File: config.mk
export PLATFORM = sky130hd
export DESIGN_NAME = ghost_motion_ctrl
export DESIGN_NICKNAME = d
export VERILOG_FILES = /design/src/rtl/arcade_pkg.sv /design/src/rtl/axis_bounce.sv /design/src/rtl/ghost_motion_ctrl.sv
export SDC_FILE = /design/constraint.sdc
export NUM_CORES = 1
export LEC_CHECK = 0
export ABC_CLOCK_PERIOD_IN_PS = 5500
export BUFFER_PORTS_ARGS = -buffer_cell sky130_fd_sc_hd__buf_2
export CAP_MARGIN = 5
export CORE_MARGIN = 3
export CORE_UTILIZATION = 55
export CTS_CLUSTER_SIZE = 16
export DETAILED_ROUTE_END_ITERATION = 8
export PLACE_DENSITY = 0.83
export SLEW_MARGIN = 10
export SYNTH_ARGS = -nofsm -noshare
export SYNTH_HDL_FRONTEND = slang
export SYNTH_HIERARCHICAL = 1
export SYNTH_SLANG_ARGS = --single-unit
File: constraint.sdc
create_clock -name clk -period 5.5 [get_ports clk]
set_input_delay 0.55 -clock clk [delete_from_list [all_inputs] [get_ports clk]]
set_output_delay 0.55 -clock clk [all_outputs]
set_load 0.005 [all_outputs]
File: src/rtl/arcade_pkg.sv
// Shared types for the arcade sprite controllers: FSM states, coordinate type, gravity limit.
package arcade_pkg;

    typedef enum logic [1:0] {IDLE, RUN, FREEZE} motion_state_t;

    localparam int GRAVITY_VMAX = 8;

    typedef logic [31:0] coord_t;

endpackage

File: src/rtl/axis_bounce.sv
// One-axis step with clamp-and-reverse at 0 and at i_max; purely combinational.
module axis_bounce
    import arcade_pkg::*;
(
    input  coord_t i_pos,
    input  coord_t i_step,
    input  coord_t i_max,
    input  logic   i_dir,
    output coord_t o_pos,
    output logic   o_dir
);

    // Compare before subtracting so the position never wraps below zero.
    always_comb begin
        o_pos = i_pos;
        o_dir = i_dir;
        if (!i_dir) begin
            if (i_pos + i_step >= i_max) begin
                o_pos = i_max;
                o_dir = 1'b1;
            end else begin
                o_pos = i_pos + i_step;
            end
        end else begin
            if (i_pos <= i_step) begin
                o_pos = '0;
                o_dir = 1'b0;
            end else begin
                o_pos = i_pos - i_step;
            end
        end
    end

endmodule

File: src/rtl/ghost_motion_ctrl.sv
// Per-frame sprite motion: bounce off screen edges, freeze after a collision.
// Optional macro GHOST_GRAVITY_EN replaces the constant vertical bounce with a signed vy.
module ghost_motion_ctrl
    import arcade_pkg::*;
#(
    parameter int unsigned SCREEN_W   = 640,
    parameter int unsigned SCREEN_H   = 480,
    parameter int unsigned OBJ_W      = 64,
    parameter int unsigned OBJ_H      = 64,
    parameter int unsigned INIT_X     = 288,
    parameter int unsigned INIT_Y     = 208,
    parameter int unsigned SPEED_X    = 2,
    parameter int unsigned SPEED_Y    = 1,
    parameter int unsigned HIT_FRAMES = 30
) (
    input  logic   clk,
    input  logic   resetN,
    input  logic   i_startOfFrame,
    input  logic   i_enable,
    input  logic   i_collision,
    output coord_t o_topLeft_x,
    output coord_t o_topLeft_y,
    output logic   o_x_direction,
    output logic   o_y_direction,
    output logic   o_frozen,
    output logic   o_hit_pulse
);

    localparam coord_t X_MAX = coord_t'(SCREEN_W - OBJ_W);
    localparam coord_t Y_MAX = coord_t'(SCREEN_H - OBJ_H);

    motion_state_t r_state, w_state_d;
    coord_t        r_x, w_x_d, r_y, w_y_d, r_cnt, w_cnt_d;
    logic          r_xdir, w_xdir_d, r_latch, w_latch_d, r_frozen, r_hit, w_hit_d;
    coord_t        w_x_mv, w_y_mv;
    logic          w_xdir_mv;

    axis_bounce u_axis_x (
        .i_pos  (r_x),
        .i_step (coord_t'(SPEED_X)),
        .i_max  (X_MAX),
        .i_dir  (r_xdir),
        .o_pos  (w_x_mv),
        .o_dir  (w_xdir_mv)
    );

`ifdef GHOST_GRAVITY_EN
    logic signed [7:0]  r_vy, w_vy_d, w_vy_inc, w_vy_mv;
    logic signed [33:0] w_ysum;

    assign w_vy_inc = (r_vy >= 8'(GRAVITY_VMAX)) ? 8'(GRAVITY_VMAX) : r_vy + 8'sd1;
    assign w_ysum   = $signed({2'b00, r_y}) + $signed({{26{w_vy_inc[7]}}, w_vy_inc});

    always_comb begin
        w_y_mv  = w_ysum[31:0];
        w_vy_mv = w_vy_inc;
        if (w_ysum >= $signed({2'b00, Y_MAX})) begin
            w_y_mv  = Y_MAX;
            w_vy_mv = -w_vy_inc;
        end else if (w_ysum <= 34'sd0) begin
            w_y_mv  = '0;
            w_vy_mv = '0;
        end
    end

    assign o_y_direction = r_vy[7];
`else
    logic r_ydir, w_ydir_d, w_ydir_mv;

    axis_bounce u_axis_y (
        .i_pos  (r_y),
        .i_step (coord_t'(SPEED_Y)),
        .i_max  (Y_MAX),
        .i_dir  (r_ydir),
        .o_pos  (w_y_mv),
        .o_dir  (w_ydir_mv)
    );

    assign o_y_direction = r_ydir;
`endif

    always_comb begin
        w_state_d = r_state;
        w_x_d     = r_x;
        w_y_d     = r_y;
        w_xdir_d  = r_xdir;
        w_cnt_d   = r_cnt;
        w_hit_d   = 1'b0;
`ifdef GHOST_GRAVITY_EN
        w_vy_d    = r_vy;
`else
        w_ydir_d  = r_ydir;
`endif
        // The latch is consumed (or discarded) by every SOF tick, whatever the state.
        w_latch_d = i_startOfFrame ? 1'b0 : (r_latch | i_collision);
        if (i_startOfFrame) begin
            unique case (r_state)
                IDLE: if (i_enable) w_state_d = RUN;
                RUN: begin
                    if (!i_enable) begin
                        w_state_d = IDLE;
                    end else if (r_latch | i_collision) begin
                        w_state_d = FREEZE;
                        w_cnt_d   = coord_t'(HIT_FRAMES - 1);
                        w_hit_d   = 1'b1;
                        w_xdir_d  = ~r_xdir;
                    end else begin
                        w_x_d    = w_x_mv;
                        w_xdir_d = w_xdir_mv;
                        w_y_d    = w_y_mv;
`ifdef GHOST_GRAVITY_EN
                        w_vy_d   = w_vy_mv;
`else
                        w_ydir_d = w_ydir_mv;
`endif
                    end
                end
                FREEZE: begin
                    if (r_cnt == '0) w_state_d = RUN;
                    else             w_cnt_d   = r_cnt - 1'b1;
                end
                default: w_state_d = IDLE;
            endcase
        end
    end

    always_ff @(posedge clk or negedge resetN) begin
        if (!resetN) begin
            r_state  <= IDLE;
            r_x      <= coord_t'(INIT_X);
            r_y      <= coord_t'(INIT_Y);
            r_xdir   <= 1'b0;
            r_cnt    <= '0;
            r_latch  <= 1'b0;
            r_frozen <= 1'b0;
            r_hit    <= 1'b0;
`ifdef GHOST_GRAVITY_EN
            r_vy     <= '0;
`else
            r_ydir   <= 1'b0;
`endif
        end else begin
            r_state  <= w_state_d;
            r_x      <= w_x_d;
            r_y      <= w_y_d;
            r_xdir   <= w_xdir_d;
            r_cnt    <= w_cnt_d;
            r_latch  <= w_latch_d;
            r_frozen <= (w_state_d == FREEZE);
            r_hit    <= w_hit_d;
`ifdef GHOST_GRAVITY_EN
            r_vy     <= w_vy_d;
`else
            r_ydir   <= w_ydir_d;
`endif
        end
    end

    assign o_topLeft_x   = r_x;
    assign o_topLeft_y   = r_y;
    assign o_x_direction = r_xdir;
    assign o_frozen      = r_frozen;
    assign o_hit_pulse   = r_hit;

endmodule
# [Word level (Yosys, flattened, before mapping)]
# Cells that the tools add are included.
[word_totals] register_bits=103 inputBits=5 output_inout_bits=68 word_cells=61
[classes] addsub=5 order_cmp=4 eq_ne=6 muxes=28 bitwise=3 reduce_logical=6
[op_table] op="32-bit 2-to-1 mux" count=9
[op_table] op="32-bit case mux with 2 select lines" count=1
[op_table] op="32-bit by 1-bit subtractor with 32-bit output, second input constant" count=2
[op_table] op="32-bit by 1-bit adder with 32-bit output, second input constant" count=1
[op_table] op="32-bit by 2-bit adder with 32-bit output, second input constant" count=1
[op_table] op="32-bit by 10-bit greater-or-equal comparator with 1-bit output, second input constant" count=1
[op_table] op="32-bit by 9-bit greater-or-equal comparator with 1-bit output, second input constant" count=1
[op_table] op="32-bit by 1-bit less-or-equal comparator with 1-bit output, second input constant" count=1
[op_table] op="32-bit by 2-bit less-or-equal comparator with 1-bit output, second input constant" count=1
[op_table] op="32-bit zero test" count=1
[op_table] op="32-bit by 2-bit subtractor with 32-bit output, second input constant" count=1
[op_table] op="1-bit 2-to-1 mux" count=12
[op_table] op="2-bit 2-to-1 mux" count=5
[op_table] op="2-bit != test, second input constant" count=3
[op_table] op="2-bit case mux with 3 select lines" count=1
[op_table] op="5-bit AND reduction" count=1
[op_table] op="2-bit equality test, second input constant" count=2
[op_table] op="4-bit AND reduction" count=1
[op_table] op="3-bit AND reduction" count=1
[op_table] op="2-bit by 1-bit equality test with 1-bit output, second input constant" count=1
[op_table] op="2-bit zero test" count=1
[op_table] op="1-bit inverter" count=2
[op_table] op="2-bit nonzero test" count=1
[op_table] op="1-bit OR" count=1

# [Longest topological paths before layout]
[logic_depth] depth_word=6 mapped_depth=23 depth_no_buf=21

# [Modules after synthesis]
# Netlist, hierarchy kept.
[modules_own_cells] module="axis_bounce at u_axis_x" n_inst=1 cells_each=788 area_each_um2=5171.2 seq_area_each_um2=0.0
[modules_own_cells] module="axis_bounce at u_axis_y" n_inst=1 cells_each=738 area_each_um2=4807.1 seq_area_each_um2=0.0
[modules_own_cells] module="ghost_motion_ctrl" n_inst=1 cells_each=386 area_each_um2=4608.2 seq_area_each_um2=2583.7

# [Worst setup path after synthesis]
# Ideal clock, no wire load.
[synth_path] kind="register to register" startpoint="reg r_x[5] (netlist: o_topLeft_x[5])" endpoint="reg r_x[0] (netlist: o_topLeft_x[0])" setup_time_ns=0.125 arrival_ns=4.754 required_ns=5.375 slack_ns=0.621 path_stages_with_launch=20 n_path_buf=3 period_less_slack_ns=4.879 path_cell_list="dfstp_2 ha_1 buf_2 o311ai_1 o41ai_2 o21a_4 a2111oi_4 nor3_1 or4b_4 ha_1 nand4_1 or3_1 o21ai_0 a211o_1 clkbuf_1 clkbuf_1 nor2_1 a21oi_1 o22ai_1 mux2_2"
[synth_via] elab_chain_cells=4 elab_cells_between_ends=6 cone_classes="1 x add/sub; 2 x order compare; 3 x mux"
[synth_lines] element="start: declaration" line_no="ghost_motion_ctrl.sv:33" source="coord_t r_x, w_x_d, r_y, w_y_d, r_cnt, w_cnt_d;"
[synth_lines] element="start signal: assignment" line_no="ghost_motion_ctrl.sv:130" source="r_x <= coord_t'(INIT_X);"
[synth_lines] element="start signal: assignment" line_no="ghost_motion_ctrl.sv:144" source="r_x <= w_x_d;"
[synth_lines] element="32-bit by 2-bit adder with 32-bit output" line_no="axis_bounce.sv:18" source="if (i_pos + i_step >= i_max) begin"
[synth_lines] element="32-bit by 10-bit greater-or-equal comparator with 1-bit output" line_no="axis_bounce.sv:18"
[synth_lines] element="32-bit 2-to-1 mux" line_no="axis_bounce.sv:18"
[synth_lines] element="32-bit 2-to-1 mux (*)" line_no="axis_bounce.sv:17" source="if (!i_dir) begin"
[synth_lines] element="named net w_x_mv[0]" line_no="ghost_motion_ctrl.sv:35" source="coord_t w_x_mv, w_y_mv;"
# Mark *: on every way through the listed nets, which the timed path passes. The rest lies on a longest branch.
# A chain may end at the register's enable or synchronous reset.

# [Final worst setup path]
[layout_path] startpoint="reg r_y[0] (netlist: o_topLeft_y[0])" endpoint="reg r_y[24] (netlist: o_topLeft_y[24])"
[layout_via] elab_chain_cells=4 elab_cells_between_ends=7 cone_classes="2 x add/sub; 2 x order compare; 3 x mux"
[layout_lines] element="start: declaration" line_no="ghost_motion_ctrl.sv:33"
[layout_lines] element="start signal: assignment" line_no="ghost_motion_ctrl.sv:131" source="r_y <= coord_t'(INIT_Y);"
[layout_lines] element="start signal: assignment" line_no="ghost_motion_ctrl.sv:145" source="r_y <= w_y_d;"
[layout_lines] element="32-bit by 1-bit adder with 32-bit output" line_no="axis_bounce.sv:18, axis_bounce.sv:22"
[layout_lines] element="32-bit by 9-bit greater-or-equal comparator with 1-bit output" line_no="axis_bounce.sv:18"
[layout_lines] element="32-bit 2-to-1 mux" line_no="axis_bounce.sv:18"
[layout_lines] element="32-bit 2-to-1 mux (*)" line_no="axis_bounce.sv:17"
[layout_lines] element="named net w_y_mv[24]" line_no="ghost_motion_ctrl.sv:35"
# Marks and branches as above.

==> results.cfg <==
[outcome]
status = completed

[worst_setup_path]
regToRegSetupSlack_ps = 280
cp-start-kind = flip-flop
crit_type = flip-flop to flip-flop
slowest_delay_ps = 460
r2r_cells = 20
r2r-start = o_topLeft_y[0]
crit_required_ps = 5810
crit_path_end_kind = flip-flop
cp_max_fo = 11
rr_endpoint = o_topLeft_y[24]
cp_slowest_cell = a2111oi_2
arrival_ps = 5530
crit_chain = ha_1, fa_1, nor2b_1, o211ai_2, a32oi_2, a311oi_4, o21ai_1, a21oi_1, xnor2_1, ha_1, nand2_1, o21ai_0, a2111oi_2, nand4_1, a31oi_4, buf_4, nor2b_2, a22oi_1, o21ai_0, mux2_2

[pwr]
intPower_mw = 4.784
power_density_nw_per_um2 = 643.2
power.share.clock = 0.068
netSwitchingFraction = 0.5442
combPwrFrac = 0.794
ir_drop_v = 0.0003098
total_power_mw = 10.50
p_switching_mw = 5.712
seq_power_share = 0.137
p_leak_nw = 7.409

[clocking]
cts_tree = yes
holdBufCountCts = 0
numCtsBuffers = 9
clkTransAtPathRegs_ps = 90
htree_num_levels = 3
clk_path_buf_depth = 2
clock-sinks = 103
insertion_delay_ps = 370
clockRootBuffer = clkbuf_16

[drt]
post_drt_wl_per_cell_um = 16.90
drtPass1Iterations = 6
vias = 14740
routed_wl_mm = 41.70
drtIter0Drc = 1523
drt-vias-per-instance = 5.974
wl_met1_mm = 17.91
wl_met3_mm = 3.132
highest_layer = met4
ant_nets = 0
post-route-drc-count = 0
routed-wl-met2_mm = 19.44

[placement]
dp_cells = 2451
gp_congestion = 0.9882
placed_area_um2 = 15980
io_buffers = 72
hpwlAfterDp_mm = 32.12

[logic_synthesis]
synth_edf_count = 0
ys_ff_latch = 103
ys_seq_area_frac = 0.1771
syn_inst = 1912
syn_avg_cell_area_um2 = 7.629
async_flop_share = 1.000
synth_top_flop_cell = dfrtp_1
netlist_area_um2 = 14590
synth_warnings = 6
synthDistinctLibCells = 93

[finish]
syn_to_final_growth_pct = 11.87
drive_gt1_frac = 0.1090
regArea_um2 = 2584
multi_input_area_um2 = 11640
stdcell_count = 2467
final_cell_area_um2 = 16320
fillers = 2236
antenna_cells = 0
final_cell_mix = conb_1, inv_1, a21oi_1
fin_nets = 2333
final_common_cell = conb_1

[timing]
grt_setup_unrepaired = false
hold_viol = 0
slew_viol_final = 0
finClkSkew_ps = 10.80
fin_crit_ps = 5224
finalCritPeriodShare = 0.9499
relSlewSlack = 0.3417
hold_ws_ps = 169.2
setup_tns_ps = 0
fmax_mhz = 191.4
max_slew.worst_pin.slew_ps = 987.5
finalSetupViolCount = 0

[job]
maxCapViolations = 0

[worst_hold_path]
hold_class = input port to asynchronous set/reset pin

[global_routing]
antenna_found_initial = 0
grt_usage = 0.2900
grt_pass1_vias = 14340
grt_pass1_wl_mm = 69.49
grt_max_degree = 66
grt_overflow = 0

[die]
die_w_um = 168.9
die_h_um = 168.9
core_um2 = 25620
dieArea_um2 = 28510
start_util = 0.5694
ioPinCount = 73
rows = 58
-- power groups by stage --
| stage | Sequential [mW] | Clock, mW | Combinational [mW] |
|---|---|---|---|
| CTS | 1.44 | 0.731 | 7.99 |
| global placement | 1.42 | 0 | 7.74 |
| global route | 1.50 | 0.765 | 9.20 |
| floorplan | 1.39 | 0 | 6.01 |
| finish | 1.44 | 0.718 | 8.34 |
| detailed placement | 1.46 | 0 | 7.92 |
-- repair_timing --
| item | CTS | global route |
|---|---|---|
| endpoints found under the setup margin | 0 | 39 |
| setup buffers | 0 | 0 |
| resized for setup | 0 | 8 |
-- worst max-delay path by stage --
stage / start / endpoint / slack (ps)
floorplan: o_topLeft_x[5] / o_topLeft_x[0] / 620
global placement: o_topLeft_y[0] / o_topLeft_y[8] / 250
detailed placement: o_topLeft_y[0] / o_topLeft_y[8] / 180
CTS: o_topLeft_y[0] / o_topLeft_y[24] / 7
global route: o_topLeft_y[0] / o_topLeft_y[5] / 3
finish: o_topLeft_y[0] / o_topLeft_y[24] / 280
-- critical path, delay by kind of cell, from the launching register on --
family                   cells  cell delay, ps
XOR/XNOR                     1             170
adder cells (fa/ha/maj)      3             910
multiplexers                 1             160
flip-flops                   1             410
AND/OR/NAND/NOR              4             840
buffers and inverters        1             210
AO/OA/AOI/OAI               10            2450
-- Yosys cell counts (all sizes together) (7+ instances only) --
library cell	n	area share
a2111oi	9	0.0067
a211oi	8	0.0045
a21o	29	0.015
a21oi	200	0.069
a221oi	10	0.0081
a31oi	17	0.0073
buf	26	0.0087
clkbuf	67	0.017
dfrtp	98	0.17
ha	192	0.16
inv	202	0.052
mux2	65	0.050
mux2i	13	0.0089
nand2	116	0.030
nand2b	19	0.0081
nand3	34	0.012
nand4	30	0.013
nor2	141	0.036
nor2b	22	0.0094
nor3	38	0.013
nor4	25	0.012
o211ai	12	0.0065
o21a	9	0.0051
o21ai	129	0.044
o21bai	25	0.013
o22ai	50	0.021
o311ai	9	0.0059
o31ai	33	0.019
o32ai	7	0.0042
or2	13	0.0056
or3	34	0.015
or4	21	0.011
xnor2	100	0.060
xor2	10	0.0060
-- flip-flops by register name, summed over array words and instances, names as in the netlist, 2 cells and up --
signal       flops
o_topLeft_y     32
o_topLeft_x     32
r_state          2
r_cnt           32
-- stage by stage --
step / setup WS [ps] / utilization
floorplan: 621.0 / -
global placement: 252.5 / 0.6237
detailed placement: 178.9 / 0.6237
CTS: 6.670 / 0.6362
global route: 2.996 / 0.6370
finish: 275.7 / 0.6370
-- metal layers --
layer,up-vias,GRT usage
met2,591,0.4902
li1,7129,-
met1,6912,0.3799
met5,-,0
met4,0,0.09249
met3,106,0.04717
-- cells by family after synthesis --
family	after synthesis	synth area share
DFF	103	0.1771
xor gates and xnor gates	110	0.06605
AOI/OAI and AO/OA	598	0.2642
muxes	78	0.05910
other	2	0.0005149
and+or+nand+nor	526	0.1838
adders and majority gates	196	0.1702
buffers and inverters	299	0.07900
-- cell type report --
class                   count  share of cell area
repair buffers            101             0.03581
flip-flops and latches    103              0.1583
clock inverters             7            0.005751
inverters                 206             0.04739
well taps                 330             0.02530
multi-input cells        1711              0.7136
clock buffers               9             0.01380
Note: power is estimated with default switching activity, not from simulation.
